==> src/rtl/vga_rx_monitor.sv <==
// Passive VGA timing monitor: locks onto the h/v sync cadence, flags timing faults, captures visible pixels.
// Pixel to capture is two pix_en ticks (input reg + output reg); no backpressure, captures are single-clk pulses.
module vga_rx_monitor #(
   parameter int H_ACTIVE = 640,
   parameter int H_FP     = 16,
   parameter int H_SYNC   = 96,
   parameter int H_BP     = 48,
   parameter int V_ACTIVE = 480,
   parameter int V_FP     = 10,
   parameter int V_SYNC   = 2,
   parameter int V_BP     = 33
) (
   input  logic        clk,
   input  logic        rst,
   input  logic        pix_en,
   input  logic        h_sync,
   input  logic        v_sync,
   input  logic [3:0]  Red,
   input  logic [3:0]  Green,
   input  logic [3:0]  Blue,
   input  logic        err_clr,
   output logic [9:0]  cap_x,
   output logic [9:0]  cap_y,
   output logic [11:0] cap_rgb,
   output logic        cap_valid,
   output logic        frame_start,
   output logic        locked,
   output logic        err
);

   localparam int H_TOTAL = H_ACTIVE + H_FP + H_SYNC + H_BP;
   localparam int V_TOTAL = V_ACTIVE + V_FP + V_SYNC + V_BP;

   localparam logic [10:0] LP_H_LAST = 11'(H_TOTAL - 1);
   localparam logic [10:0] LP_H_END  = 11'(H_TOTAL);
   localparam logic [10:0] LP_H_VIS0 = 11'(H_SYNC + H_BP);
   localparam logic [10:0] LP_H_VIS1 = 11'(H_SYNC + H_BP + H_ACTIVE - 1);
   localparam logic [9:0]  LP_V_LAST = 10'(V_TOTAL - 1);
   localparam logic [9:0]  LP_V_END  = 10'(V_TOTAL);
   localparam logic [9:0]  LP_V_VIS0 = 10'(V_SYNC + V_BP);
   localparam logic [9:0]  LP_V_VIS1 = 10'(V_SYNC + V_BP + V_ACTIVE - 1);

   typedef enum logic [1:0] {
      ST_SEARCH = 2'd0,
      ST_ACQ    = 2'd1,
      ST_LOCKED = 2'd2
   } state_t;

   state_t      r_state;
   state_t      w_state_nxt;
   logic        r_bad;
   logic        w_bad_nxt;

   logic        r_hs;
   logic        r_vs;
   logic        r_hs_d;
   logic        r_vs_d;
   logic [11:0] r_rgb;

   logic [10:0] r_hcnt;
   logic [10:0] w_hcnt_inc;
   logic [10:0] w_hcnt_nxt;
   logic [9:0]  r_vcnt;
   logic [9:0]  w_vcnt_inc;
   logic [9:0]  w_vcnt_nxt;

   logic        w_hs_fall;
   logic        w_vs_fall;
   logic        w_h_bad;
   logic        w_v_bad;
   logic        w_err_cond;
   logic        w_err_evt;
   logic        w_vis;
   logic        w_cap;
   logic [9:0]  w_xpos;
   logic [9:0]  w_ypos;

   logic [9:0]  r_cap_x;
   logic [9:0]  r_cap_y;
   logic [11:0] r_cap_rgb;
   logic        r_cap_vld;
   logic        r_frame_start;
   logic        r_err;

   // Everything downstream sees only the registered copy; r_*_d is the previous tick's sample.
   always_ff @(posedge clk or negedge rst) begin
      if (!rst) begin
         r_hs   <= 1'b1;
         r_vs   <= 1'b1;
         r_hs_d <= 1'b1;
         r_vs_d <= 1'b1;
         r_rgb  <= '0;
      end else if (pix_en) begin
         r_hs   <= h_sync;
         r_vs   <= v_sync;
         r_hs_d <= r_hs;
         r_vs_d <= r_vs;
         r_rgb  <= {Red, Green, Blue};
      end
   end

   assign w_hs_fall  = r_hs_d & ~r_hs;
   assign w_vs_fall  = r_vs_d & ~r_vs;

   assign w_hcnt_inc = (r_hcnt == 11'h7FF) ? r_hcnt : r_hcnt + 11'd1;
   assign w_vcnt_inc = (r_vcnt == 10'h3FF) ? r_vcnt : r_vcnt + 10'd1;
   assign w_hcnt_nxt = w_hs_fall ? 11'd0 : w_hcnt_inc;
   assign w_vcnt_nxt = w_vs_fall ? 10'd0 : (w_hs_fall ? w_vcnt_inc : r_vcnt);

   // A sync edge is judged against the count of the pixel just before it.
   assign w_h_bad    = w_hs_fall && (r_hcnt != LP_H_LAST);
   assign w_v_bad    = w_vs_fall && (r_vcnt != LP_V_LAST);
   assign w_err_cond = w_h_bad || w_v_bad || (w_hcnt_nxt == LP_H_END) || (w_vcnt_nxt == LP_V_END);
   assign w_err_evt  = pix_en && (r_state == ST_LOCKED) && w_err_cond;

   assign w_vis  = (w_hcnt_nxt >= LP_H_VIS0) && (w_hcnt_nxt <= LP_H_VIS1) &&
                   (w_vcnt_nxt >= LP_V_VIS0) && (w_vcnt_nxt <= LP_V_VIS1);
   assign w_xpos = 10'(w_hcnt_nxt - LP_H_VIS0);
   assign w_ypos = w_vcnt_nxt - LP_V_VIS0;
   assign w_cap  = pix_en && (r_state == ST_LOCKED) && !w_err_cond && w_vis;

   always_ff @(posedge clk or negedge rst) begin
      if (!rst) begin
         r_hcnt <= '0;
         r_vcnt <= '0;
      end else if (pix_en) begin
         r_hcnt <= w_hcnt_nxt;
         r_vcnt <= w_vcnt_nxt;
      end
   end

   always_comb begin
      w_state_nxt = r_state;
      w_bad_nxt   = r_bad;
      case (r_state)
         ST_SEARCH: begin
            if (w_vs_fall) begin
               w_state_nxt = ST_ACQ;
               w_bad_nxt   = 1'b0;
            end
         end
         ST_ACQ: begin
            // r_bad remembers any mis-timed line since the frame began.
            if (w_vs_fall) begin
               if (!r_bad && !w_h_bad && !w_v_bad) begin
                  w_state_nxt = ST_LOCKED;
               end
               w_bad_nxt = 1'b0;
            end else if (w_h_bad) begin
               w_bad_nxt = 1'b1;
            end
         end
         ST_LOCKED: begin
            if (w_err_cond) begin
               w_state_nxt = ST_SEARCH;
            end
         end
         default: begin
            w_state_nxt = ST_SEARCH;
            w_bad_nxt   = 1'b0;
         end
      endcase
   end

   always_ff @(posedge clk or negedge rst) begin
      if (!rst) begin
         r_state <= ST_SEARCH;
         r_bad   <= 1'b0;
      end else if (pix_en) begin
         r_state <= w_state_nxt;
         r_bad   <= w_bad_nxt;
      end
   end

   always_ff @(posedge clk or negedge rst) begin
      if (!rst) begin
         r_cap_x       <= '0;
         r_cap_y       <= '0;
         r_cap_rgb     <= '0;
         r_cap_vld     <= 1'b0;
         r_frame_start <= 1'b0;
         r_err         <= 1'b0;
      end else begin
         r_cap_vld     <= w_cap;
         r_frame_start <= w_cap && (w_xpos == 10'd0) && (w_ypos == 10'd0);
         if (w_cap) begin
            r_cap_x   <= w_xpos;
            r_cap_y   <= w_ypos;
            r_cap_rgb <= r_rgb;
         end
         if (w_err_evt) begin
            r_err <= 1'b1;
         end else if (err_clr) begin
            r_err <= 1'b0;
         end
      end
   end

   assign cap_x       = r_cap_x;
   assign cap_y       = r_cap_y;
   assign cap_rgb     = r_cap_rgb;
   assign cap_valid   = r_cap_vld;
   assign frame_start = r_frame_start;
   assign locked      = (r_state == ST_LOCKED);
   assign err         = r_err;

endmodule

==> config.mk <==
export PLATFORM = sky130hd
export DESIGN_NAME = vga_rx_monitor
export DESIGN_NICKNAME = d
export VERILOG_FILES = /design/src/rtl/vga_rx_monitor.sv
export SDC_FILE = /design/constraint.sdc
export NUM_CORES = 1
export LEC_CHECK = 0
export ABC_CLOCK_PERIOD_IN_PS = 9700
export CORE_MARGIN = 3
export CORE_UTILIZATION = 40
export CTS_BUF_LIST = sky130_fd_sc_hd__clkbuf_16
export DETAILED_ROUTE_END_ITERATION = 16
export SLEW_MARGIN = 20
export SYNTH_ARGS = -nofsm -noshare
export SYNTH_HDL_FRONTEND = slang
export SYNTH_SLANG_ARGS = --single-unit
==> constraint.sdc <==
create_clock -name clk -period 9.7 [get_ports clk]
set_input_delay 2.91 -clock clk [delete_from_list [all_inputs] [get_ports clk]]
set_output_delay 2.91 -clock clk [all_outputs]
set_load 0.02 [all_outputs]
## Word-level counts from Yosys, hierarchy flattened

Cells that the tools add are included.

- Eq/ne operators: 13
- Bitwise logic cells: 5
- $lt $le $gt $ge: 4
- Reduce and logical (&&, ||, !) cells: 26
- Muxes and demuxes: 16
- Add/subtract/negate cells: 4

Operators by type and width:

| cell | count |
|---|---|
| 10-bit 2-to-1 mux | 3 |
| 11-bit 2-to-1 mux | 2 |
| 10-bit equality test, second input constant | 2 |
| 10-bit logical NOT | 2 |
| 1-bit logical AND | 13 |
| 11-bit by 1-bit adder with 11-bit output, second input constant | 1 |
| 11-bit by 10-bit equality test with 1-bit output, second input constant | 1 |
| 11-bit equality test, second input constant | 1 |
| 11-bit by 8-bit >= comparator with 1-bit output, second input constant | 1 |
| 11-bit by 10-bit less-or-equal comparator with 1-bit output, second input constant | 1 |
| 11-bit by 10-bit != test with 1-bit output, second input constant | 1 |
| 10-bit by 1-bit adder with 10-bit output, second input constant | 1 |
| 10-bit by 6-bit >= comparator with 1-bit output, second input constant | 1 |
| 10-bit less-or-equal comparator, second input constant | 1 |
| 10-bit != test, second input constant | 1 |
| 10-bit by 6-bit subtractor with 10-bit output, second input constant | 1 |
| 10-bit by 8-bit subtractor with 10-bit output, second input constant | 1 |
| 2-bit 2-to-1 mux | 4 |
| 2-bit != test, second input constant | 3 |
| 2-bit case mux with 3 select lines | 1 |
| 1-bit 2-to-1 mux | 5 |
| 5-bit AND reduction | 1 |
| 1-bit logical NOT | 4 |
| 4-bit AND reduction | 1 |
| 10 further kinds | 15 |

- Input bits: 18
- Register bits: 75
- Output and inout bits: 36
- Word-level logic and storage cells: 83

## Logic depth before layout (Yosys ltp)

Gate-level depths: netlist of run 1.

- Depth after elaboration: 11
- Gate-level depth with buffers: 15
- Mapped depth without buffers: 13

## Worst setup path after synthesis of run 1

No wires, ideal clock.

- Kind: in2reg
- From: input pix_en
- To: register r_cap_rgb[0], in the netlist cap_rgb[0]
- Buffers on the path: 2
- Data arrival time: 4.138 ns
- Stages: 6
- Setup time: 0.125 ns
- Path slack: 5.437 ns
- Data required time: 9.575 ns
- Cells stage by stage: clkbuf_1 -> nand2_1 -> nor3_1 -> o211ai_4 -> buf_6 -> mux2_4

- Cells in the longest elaborated chain, start to end: 3

Ends and longest elaborated chain:

| item | line | text |
|---|---|---|
| start: declaration | 15 | `input logic pix_en,` |
| 1-bit logical AND (3 in a row) | 120 | `assign w_cap = pix_en && (r_state == ST_LOCKED) && !w_err_cond && w_vis;` |
| end signal: assignment | 189 | `r_cap_rgb <= r_rgb;` |
| end: declaration | 80 | `logic [11:0] r_cap_rgb;` |

Every way passes these cells.
A chain may end at the register's enable or synchronous reset.

## Worst setup path after layout of run 1

- From: input pix_en
- To: register r_cap_y[6], in the netlist cap_y[6]

- Cells in the longest elaborated chain, start to end: 3

Ends and longest elaborated chain:

| item | line | text |
|---|---|---|
| 1-bit logical AND (3 in a row) | 120 |  |
| end signal: assignment | 188 | `r_cap_y <= w_ypos;` |
| end: declaration | 79 | `logic [9:0] r_cap_y;` |

Every way passes these cells.

==> results.txt, run 1 <==
Status = finished clean
Skew-Pair Late Insertion Delay = 0.33 ns
Critical path class = in2reg
Vias per cell = 5.53
Post-DP Area = 0.00501 sq mm
Final WL = 10100 um
Mean Syn Cell Area = 10.7 sq um
Final Max Tran Viols = 0
Routed vias = 3318
Yosys reg bits = 75
Net Sw Frac = 0.297
Final Util = 0.488
Die width = 112 um
CP max-delay cell = buf_2
Final Setup Violations = 0
Seq pwr share = 0.433
Period utilization = 0.491
Largest fanout on the critical path = 46
CTS Sinks = 75
Share of cells above drive strength 1 = 0.193
Max_slew headroom = 0.347
Root Buffer = clkbuf_16
Max Buffers Root-to-Sink = 2
Logic pwr share = 0.169
Synth Flop Type = dfrtp_1
Total grt overflow = 0
Fmax = 210 MHz
Commonest non-fill, non-tap cells in the layout = dfrtp_1 (71), clkdlybuf4s50_1 (51), mux2_2 (30)
Minimum clock period = 4.76 ns
Synth unique cells = 67
Power, Total = 0.855 mW
Worst-path clk slew = 0.06 ns
Finished Layout Cells = 600
Switch Pwr = 0.254 mW
I/O Buffers = 53
Int Pwr = 0.601 mW
Power per cell area = 161 mW/mm^2
Inserted Diodes = 0
RSZ-0062 raised after global routing = false
Fin Hold WS = 0.503 ns
Synth Cell Area = 0.00449 sq mm
Setup TNS = 0 ns
Initial drt markers = 163
Fillers = 1013
Placed cells = 584
Crit path arrival time = 4.98 ns
Number of max-cap violations = 0
Initial Util = 0.412
Post-CTS Resized = 0
Net Count, Synth = 449
Final hold violation count = 0
TritonRoute pass-1 iters = 4
Std-Cell Rows = 38
Post-DP HPWL = 6920 um
Pre-CTS setup slack = 4.55 ns
Final nets = 484
WP data required = 9.92 ns
Top delay family on crit path = buffers and inverters
DRC Markers = 0
Slowest cell delay on critical path = 0.72 ns
CTS tree = done
Worst Setup Slack, final = 4.94 ns
Maximum vdd drop = 79.9 uV
H-Tree Depth = 3
Clk_skew = 0.00880 ns
Core Area = 0.0109 sq mm
Leak Pwr = 2.40 nW
Ys Warns = 0
Fin area = 0.00531 sq mm
Area Growth Syn to Fin = 18.3%
Top Ports = 54
Bufs and invs on worst path = 2
Die area = 0.0125 sq mm
CP cell instances = buf_2, nand2_1, nor3_1, o211ai_4, buf_4, mux2_4
GP Congestion = 0.861
Worst Setup Start Kind = input pin
Setup Buffers After CTS = 0
CP endpoint kind = flip-flop
Vias in the first global route = 3302
Part of the Yosys area used for sequential elements = 0.419
Class of the worst hold path = reg2reg
Total GRT Usage = 0.165
Die Ht = 112 um
Routed length per placed instance = 16.9 um
Initial antenna violation count = 0
Cts bufs inserted = 9
Synthesized netlist cell count = 420
Clock power frac = 0.399
Worst slew pin tran = 0.968 ns
Hold Buf Count CTS = 0
Global-route wire length before repair = 16800 um
Commonest non-fill, non-tap cell in the layout = dfrtp_1
DRT antenna net count = 0
Largest net degree at the start of global routing = 76
Async SR Flop Fraction = 1.00
Post-synth EDFFs = 0
[cell families (layout without fill, tap and decap cells)]
kind of cell               after synthesis  in the layout  share of synthesized area
buffers and inverters                   46             86                     0.0554
xor gates and xnor gates                14             14                     0.0273
adders and majority gates               11             11                     0.0306
DFF                                     75             75                      0.419
and+or+nand+nor                        129            129                      0.159
AOI/OAI and AO/OA                       80             80                      0.127
muxes                                   65             65                      0.181
[worst reg2reg max path: stages, from the launching register on]
cell      delay, ns
dfrtp_1        0.49
and4_1         0.37
a311oi_1       0.47
mux2i_1        0.49
o21ai_0        0.29
o21ai_0        0.47
a21oi_1        0.20
o211ai_4       0.38
buf_4          0.50
mux2_2         0.40
[state kept, by name (all words and copies together), names as in the netlist, 2 cells and up]
register,cells
cap_y,10
r_state,2
r_vcnt,10
r_rgb,12
cap_rgb,12
r_hcnt,11
cap_x,10
[routing by layer]
| metal | wire length [um] | vias to the layer above | track usage |
|---|---|---|---|
| li1 | - | 1590 | - |
| met5 | 0 | - | 0 |
| met2 | 4450 | 99 | 0.251 |
| met4 | 117 | 0 | 0.0409 |
| met1 | 4900 | 1618 | 0.234 |
| met3 | 671 | 11 | 0.0478 |
[power by group through the flow]
stage	sequential [mW]	clock [mW]	combinational [mW]
after CTS	0.369	0.349	0.146
after floorplan	0.360	0	0.117
after global placement	0.373	0	0.142
final	0.370	0.341	0.145
after global routing	0.375	0.362	0.161
after detailed placement	0.375	0	0.145
[final timing paths]
path	startpoint	to	slack, ns	cells after the start
max	pix_en	cap_y[6]	4.94	6
min	r_rgb[5]	cap_rgb[5]	0.50	1
max reg2reg	r_vcnt[2]	cap_x[8]	5.52	9
min reg2reg	r_rgb[5]	cap_rgb[5]	0.50	1
max in group asynchronous	rst	cap_y[6]	6.34	1
min in group asynchronous	rst	r_vcnt[9]	2.71	1
[area by class of cell]
| class | instances | area, sq um | share of cell area |
|---|---|---|---|
| clock buffers | 9 | 225 | 0.0424 |
| flip-flops and latches | 75 | 1880 | 0.354 |
| repair buffers | 55 | 538 | 0.101 |
| well taps | 140 | 175 | 0.0330 |
| clock inverters | 7 | 75.1 | 0.0141 |
| inverters | 15 | 56.3 | 0.0106 |
| multi-input cells | 299 | 2360 | 0.444 |
[cell usage after synthesis, types with 9 or more instances]
cell type  number  area (sq um)
dfrtp_1        71          1780
o21ai_0        26           130
ha_1           11           138
nor2_1         24          90.1
nand2_1        28           105
a21oi_1        12          60.1
mux2i_1         9          90.1
nor3_1         10          50.1
xnor2_1        11          96.3
mux2_4         25           375
inv_1          15          56.3
mux2_2         30           338
nand3_1        10          50.1
buf_2          12          60.1
Power figures use the tool's default switching activity.
==> run 2: changes to the inputs <==
--- a/config.mk
+++ b/config.mk
@@ -5,7 +5,7 @@
 export SDC_FILE = /design/constraint.sdc
 export NUM_CORES = 1
 export LEC_CHECK = 0
-export ABC_CLOCK_PERIOD_IN_PS = 9700
+export ABC_CLOCK_PERIOD_IN_PS = 3800
 export CORE_MARGIN = 3
 export CORE_UTILIZATION = 40
 export CTS_BUF_LIST = sky130_fd_sc_hd__clkbuf_16
==> constraint.sdc (replaced) <==
create_clock -name clk -period 3.8 [get_ports clk]
set_input_delay 1.14 -clock clk [delete_from_list [all_inputs] [get_ports clk]]
set_output_delay 1.14 -clock clk [all_outputs]
set_load 0.02 [all_outputs]
==> results.txt, run 2 (synthesis results as in run 1) <==
CP cell instances = ha_1, and4_1, a31oi_1, xnor2_1, or2_2, inv_1, ha_1, o21ai_0, a21oi_1, o211ai_4, buf_4, buf_4, mux2_4
Max_slew headroom = 0.368 (+0.0218)
Maximum vdd drop = 187 uV (+130%)
CP endpoint kind = flip-flop
DRC Markers = 0 (unchanged)
Final Setup Violations = 0 (unchanged)
Global-route wire length before repair = 18400 um (+9.2%)
CTS tree = done
Final hold violation count = 0 (unchanged)
TritonRoute pass-1 iters = 5 (+1)
Leak Pwr = 2.53 nW (+5.7%)
Power per cell area = 409 mW/mm^2 (+150%)
Worst Reg-to-Reg Cells = 13 (+4)
Commonest non-fill, non-tap cells in the layout = dfrtp_1 (71), clkdlybuf4s50_1 (51), mux2_2 (30)
CTS Sinks = 75 (unchanged)
Top Ports = 54 (unchanged)
DRT antenna net count = 0 (unchanged)
Final nets = 510 (+5.4%)
Final WL = 10800 um (+6.1%)
Inserted Diodes = 0 (unchanged)
Fin area = 0.00554 sq mm (+4.2%)
Post-DP HPWL = 7440 um (+7.4%)
Core Area = 0.0109 sq mm (unchanged)
Setup TNS = 0 ns (unchanged)
Largest net degree at the start of global routing = 76 (unchanged)
Largest fanout on the critical path = 6 (-87%)
RSZ-0062 raised after global routing = false
Finished Layout Cells = 625 (+4.2%)
Minimum clock period = 3.56 ns
Die area = 0.0125 sq mm (unchanged)
Total GRT Usage = 0.180 (+0.0152)
Share of cells above drive strength 1 = 0.237 (+0.0436)
WP data required = 4.02 ns (-5.90 ns)
Status = finished clean
Vias per cell = 5.53 (about the same)
Hold Path Depth = 1 (unchanged)
Routed vias = 3454 (+4.1%)
Root Buffer = clkbuf_16
Worst-path clk slew = 0.06 ns (about the same)
Commonest non-fill, non-tap cell in the layout = dfrtp_1
Area Growth Syn to Fin = 23.3%
Total grt overflow = 0 (unchanged)
Initial drt markers = 191 (+17%)
Vias in the first global route = 3458 (+4.7%)
Max Buffers Root-to-Sink = 2 (unchanged)
Fmax = 281 MHz
H-Tree Depth = 3 (unchanged)
I/O Buffers = 53 (unchanged)
Worst Setup Start Kind = flip-flop
Final Max Tran Viols = 0 (unchanged)
Die Ht = 112 um (unchanged)
Slowest cell delay on critical path = 0.42 ns (-0.30 ns)
Skew-Pair Late Insertion Delay = 0.33 ns (about the same)
Number of max-cap violations = 0 (unchanged)
Routed length per placed instance = 17.2 um (+1.9%)
Placed cells = 604 (+3.4%)
Cts bufs inserted = 9 (unchanged)
Worst slew pin tran = 0.947 ns (-0.0204 ns)
CP max-delay cell = dfrtp_1
GP Congestion = 0.871 (+1.1%)
R2R Setup Slk = 0.24 ns (-5.28 ns)
Std-Cell Rows = 38 (unchanged)
Fillers = 989 (-2.4%)
Initial antenna violation count = 0 (unchanged)
Period utilization = 0.936
Crit path arrival time = 3.77 ns (-1.21 ns)
Die width = 112 um (unchanged)
Class of the worst hold path = reg2reg
Critical path class = reg2reg
Post-DP Area = 0.00517 sq mm (+3.2%)
Initial Util = 0.412 (unchanged)
Clk_skew = 0.00882 ns (+0.0000176 ns)
[run 2: final timing paths]
check | from | end
worst max register to register | r_vcnt[0] | cap_rgb[3]
worst min-delay path | r_rgb[2] | cap_rgb[2]
max in group asynchronous | rst | cap_x[4]
worst max-delay path | r_vcnt[0] | cap_rgb[3]
min in group asynchronous | rst | cap_x[3]
worst min register to register | r_rgb[2] | cap_rgb[2]
[run 2: per-layer routing]
layer,share of wire,routed length (um),vias to the layer above,GRT usage
met5,0,0,-,0
met4,0.015,160,0,0.0609
met2,0.44,4690,92,0.262
met1,0.49,5290,1696,0.268
li1,-,-,1652,-
met3,0.057,615,14,0.0386
[run 2: report_power, final]
group	total, mW	internal [mW]	switching, mW
clock network	0.919	0.574	0.345
registers	0.931	0.859	0.0714
logic	0.416	0.186	0.230
total	2.27	1.62	0.646
[run 2: what timing repair did]
action | 4_1_cts | 5_1_grt
resized for setup | 0 | 1
hold buffers | 0 | 0
endpoints found under the setup margin | 0 | 25
setup buffers | 0 | 6
[run 2: stage by stage]
step | hold slack [ns] | worst slack [ns] | power, mW | util
final | 0.505 | 0.243 | 2.27 | 0.508
after floorplan | 0.477 | 0.630 | 1.22 | -
after global routing | 0.520 | 0.0231 | 2.39 | 0.508
after CTS | 0.509 | 0.100 | 2.28 | 0.504
after global placement | 0.485 | 0.233 | 1.35 | 0.475
after detailed placement | 0.492 | 0.150 | 1.36 | 0.475
[run 2: area by class of cell]
type	instances	area, sq um	share of cell area
Tap cell	140	175	0.0316
Timing Repair Buffer	81	746	0.135
Inverter	15	56.3	0.0102
Clock inverter	6	90.1	0.0163
Clock buffer	9	225	0.0407
Multi-Input combinational cell	299	2360	0.427
Sequential cell	75	1880	0.340
[run 2: critical path, delay by kind of cell, from the launching register on]
kind            cells  cell delay, ns
buf+inv             3            0.42
flops               1            0.42
compound gates      4            1.22
fa+ha+maj           2            0.55
mux                 1            0.28
xor+xnor            1            0.16
simple gates        2            0.40
==> run 3: changes to the inputs <==
--- a/config.mk
+++ b/config.mk
@@ -6,10 +6,13 @@
 export NUM_CORES = 1
 export LEC_CHECK = 0
 export ABC_CLOCK_PERIOD_IN_PS = 3800
+export CELL_PAD_IN_SITES_DETAIL_PLACEMENT = 0
+export CELL_PAD_IN_SITES_GLOBAL_PLACEMENT = 2
 export CORE_MARGIN = 3
-export CORE_UTILIZATION = 40
+export CORE_UTILIZATION = 33
 export CTS_BUF_LIST = sky130_fd_sc_hd__clkbuf_16
 export DETAILED_ROUTE_END_ITERATION = 16
+export PLACE_DENSITY_LB_ADDON = 0.1
 export SLEW_MARGIN = 20
 export SYNTH_ARGS = -nofsm -noshare
 export SYNTH_HDL_FRONTEND = slang
==> results.txt, run 3 (synthesis results as in run 1) <==
TritonRoute pass-1 iters = 4 (-1)
Power per cell area = 391 mW/mm^2 (-4.5%)
Clk_skew = 0.00794 ns (-0.000879 ns)
Min-delay src = r_rgb[3]
Grt met3 use = 0.0387 (+0.000123)
I/O Buffers = 53 (unchanged)
Final nets = 503 (-1.4%)
Busiest grt layer = met1
Routed vias = 3363 (-2.6%)
Hold Path Depth = 1 (unchanged)
Global-route wire length before repair = 18600 um (+1.2%)
Critical path class = reg2reg
Die Ht = 123 um (+9.6%)
Minimum clock period = 3.60 ns (+0.0408 ns)
M2 GR Usage = 0.218 (-0.0437)
Fin Hold WS = 0.504 ns (-0.000418 ns)
Routed length per placed instance = 17.5 um (+1.9%)
H-Tree Depth = 3 (unchanged)
Hold Buf Count CTS = 0 (unchanged)
Setup TNS = 0 ns (unchanged)
Worst Reg-to-Reg Cells = 12 (-1)
Commonest non-fill, non-tap cell in the layout = dfrtp_1
Fillers = 1243 (+26%)
CTS tree = done
CTS Sinks = 75 (unchanged)
Reg-to-reg startpoint = r_vcnt[0]
Leak Pwr = 2.49 nW (-1.6%)
CP endpoint kind = flip-flop
GP Congestion = 0.776 (-11%)
Vias in the first global route = 3397 (-1.8%)
RSZ-0062 raised after global routing = false
Top Ports = 54 (unchanged)
Final hold violation count = 0 (unchanged)
Pre-CTS setup slack = 0.126 ns (-0.0237 ns)
Worst slew pin tran = 0.725 ns (-0.222 ns)
Crit path arrival time = 3.82 ns (+0.05 ns)
Period utilization = 0.947 (+0.0107)
Max_slew headroom = 0.517 (+0.148)
Final WL = 11400 um (+6.1%)
Fmax = 278 MHz (-1.1%)
Worst R2R End = cap_rgb[11]
Commonest non-fill, non-tap cells in the layout = dfrtp_1 (71), clkdlybuf4s50_1 (51), mux2_2 (30)
Final Setup Violations = 0 (unchanged)
M1 GR Usage = 0.242 (-0.0260)
Largest net degree at the start of global routing = 76 (unchanged)
Class of the worst hold path = reg2reg
Max Buffers Root-to-Sink = 2 (unchanged)
Total GRT Usage = 0.160 (-0.0200)
Setup Buffers After CTS = 0 (unchanged)
Worst Setup Slack, final = 0.203 ns (-0.0408 ns)
WP data required = 4.03 ns (about the same)
Std-Cell Rows = 41 (+7.9%)
Largest fanout on the critical path = 19 (+13)
Initial Util = 0.346 (-0.0664)
Area Growth Syn to Fin = 22.5%
Inserted Diodes = 0 (unchanged)
Post-CTS Resized = 0 (unchanged)
Die width = 123 um (+9.6%)
Initial drt markers = 154 (-19%)
Number of max-cap violations = 0 (unchanged)
R2R Setup Slk = 0.20 ns (-0.04 ns)
Final Util = 0.424 (-0.0845)
Vias per cell = 5.17 (-6.5%)
WHS Endpoint = cap_rgb[3]
Worst-path clk slew = 0.06 ns (about the same)
DRT antenna net count = 0 (unchanged)
Post-DP HPWL = 7900 um (+6.1%)
Skew-Pair Late Insertion Delay = 0.34 ns (about the same)
Initial antenna violation count = 0 (unchanged)
Status = finished clean
Total grt overflow = 0 (unchanged)
Core Area = 0.0130 sq mm (+19%)
Final Max Tran Viols = 0 (unchanged)
DRC Markers = 0 (unchanged)
Worst Setup Start Kind = flip-flop
Cts bufs inserted = 9 (unchanged)
Share of cells above drive strength 1 = 0.228 (-0.00956)
Maximum vdd drop = 206 uV (+10%)
Root Buffer = clkbuf_16
Die area = 0.0150 sq mm (+20%)
-- run 3: cell count changes in the layout (fill, tap and decap cells not counted) --
cell,before,now
bufinv_16,2,0
clkinv_1,0,1
buf_12,1,2
ha_1,11,10
a2111oi_0,0,1
inv_6,1,2
ha_2,0,1
clkinv_4,1,2
buf_6,0,1
buf_4,28,19
a2111oi_1,1,0
-- run 3: worst max-delay path, cell delays in order, from the launching register on --
cell	delay, ns
dfrtp_1	0.43
ha_1	0.27
and4_1	0.23
a31oi_1	0.38
xnor2_1	0.18
or2_2	0.17
inv_1	0.09
ha_1	0.28
o21ai_0	0.38
a21oi_1	0.18
o211ai_4	0.30
buf_12	0.23
mux2_2	0.34
-- run 3: worst max path at each step --
stage / to / start / depth (start not counted)
3_3_place_gp: cap_rgb[11] / r_hcnt[1] / 13
2_1_floorplan: cap_rgb[0] / r_vcnt[0] / 14
5_1_grt: cap_rgb[11] / r_vcnt[0] / 12
4_1_cts: cap_rgb[11] / r_hcnt[1] / 10
6_report: cap_rgb[11] / r_vcnt[0] / 12
3_5_place_dp: cap_rgb[11] / r_hcnt[1] / 10
-- run 3: cell type report --
type                    instances  area, sq um  share of cell area
well taps                     172          215              0.0391
clock inverters                 7         51.3             0.00932
repair buffers                 74          709               0.129
multi-input cells             299         2360               0.429
inverters                      15         56.3              0.0102
clock buffers                   9          225              0.0409
flip-flops and latches         75         1880               0.342
-- run 3: routing by layer --
metal | wire (um) | share of wire | vias to the layer above
li1 | - | - | 1629
met1 | 5980 | 0.52 | 1627
met2 | 4560 | 0.40 | 95
met3 | 683 | 0.060 | 12
met4 | 200 | 0.018 | 0
met5 | 0 | 0 | -
-- run 3: per-stage QoR --
stage / cells / power (mW) / area (sq um)
final: 651 / 2.15 / 5500
after global routing: 651 / 2.28 / 5500
after CTS: 651 / 2.18 / 5500
after detailed placement: 635 / 1.36 / 5220
after global placement: 635 / 1.35 / 5220
after floorplan: 420 / 1.22 / 4490
-- run 3: where the power goes --
group | internal (mW) | switching, mW
Clock | 0.446 | 0.364
Sequential | 0.859 | 0.0735
Combinational | 0.180 | 0.229
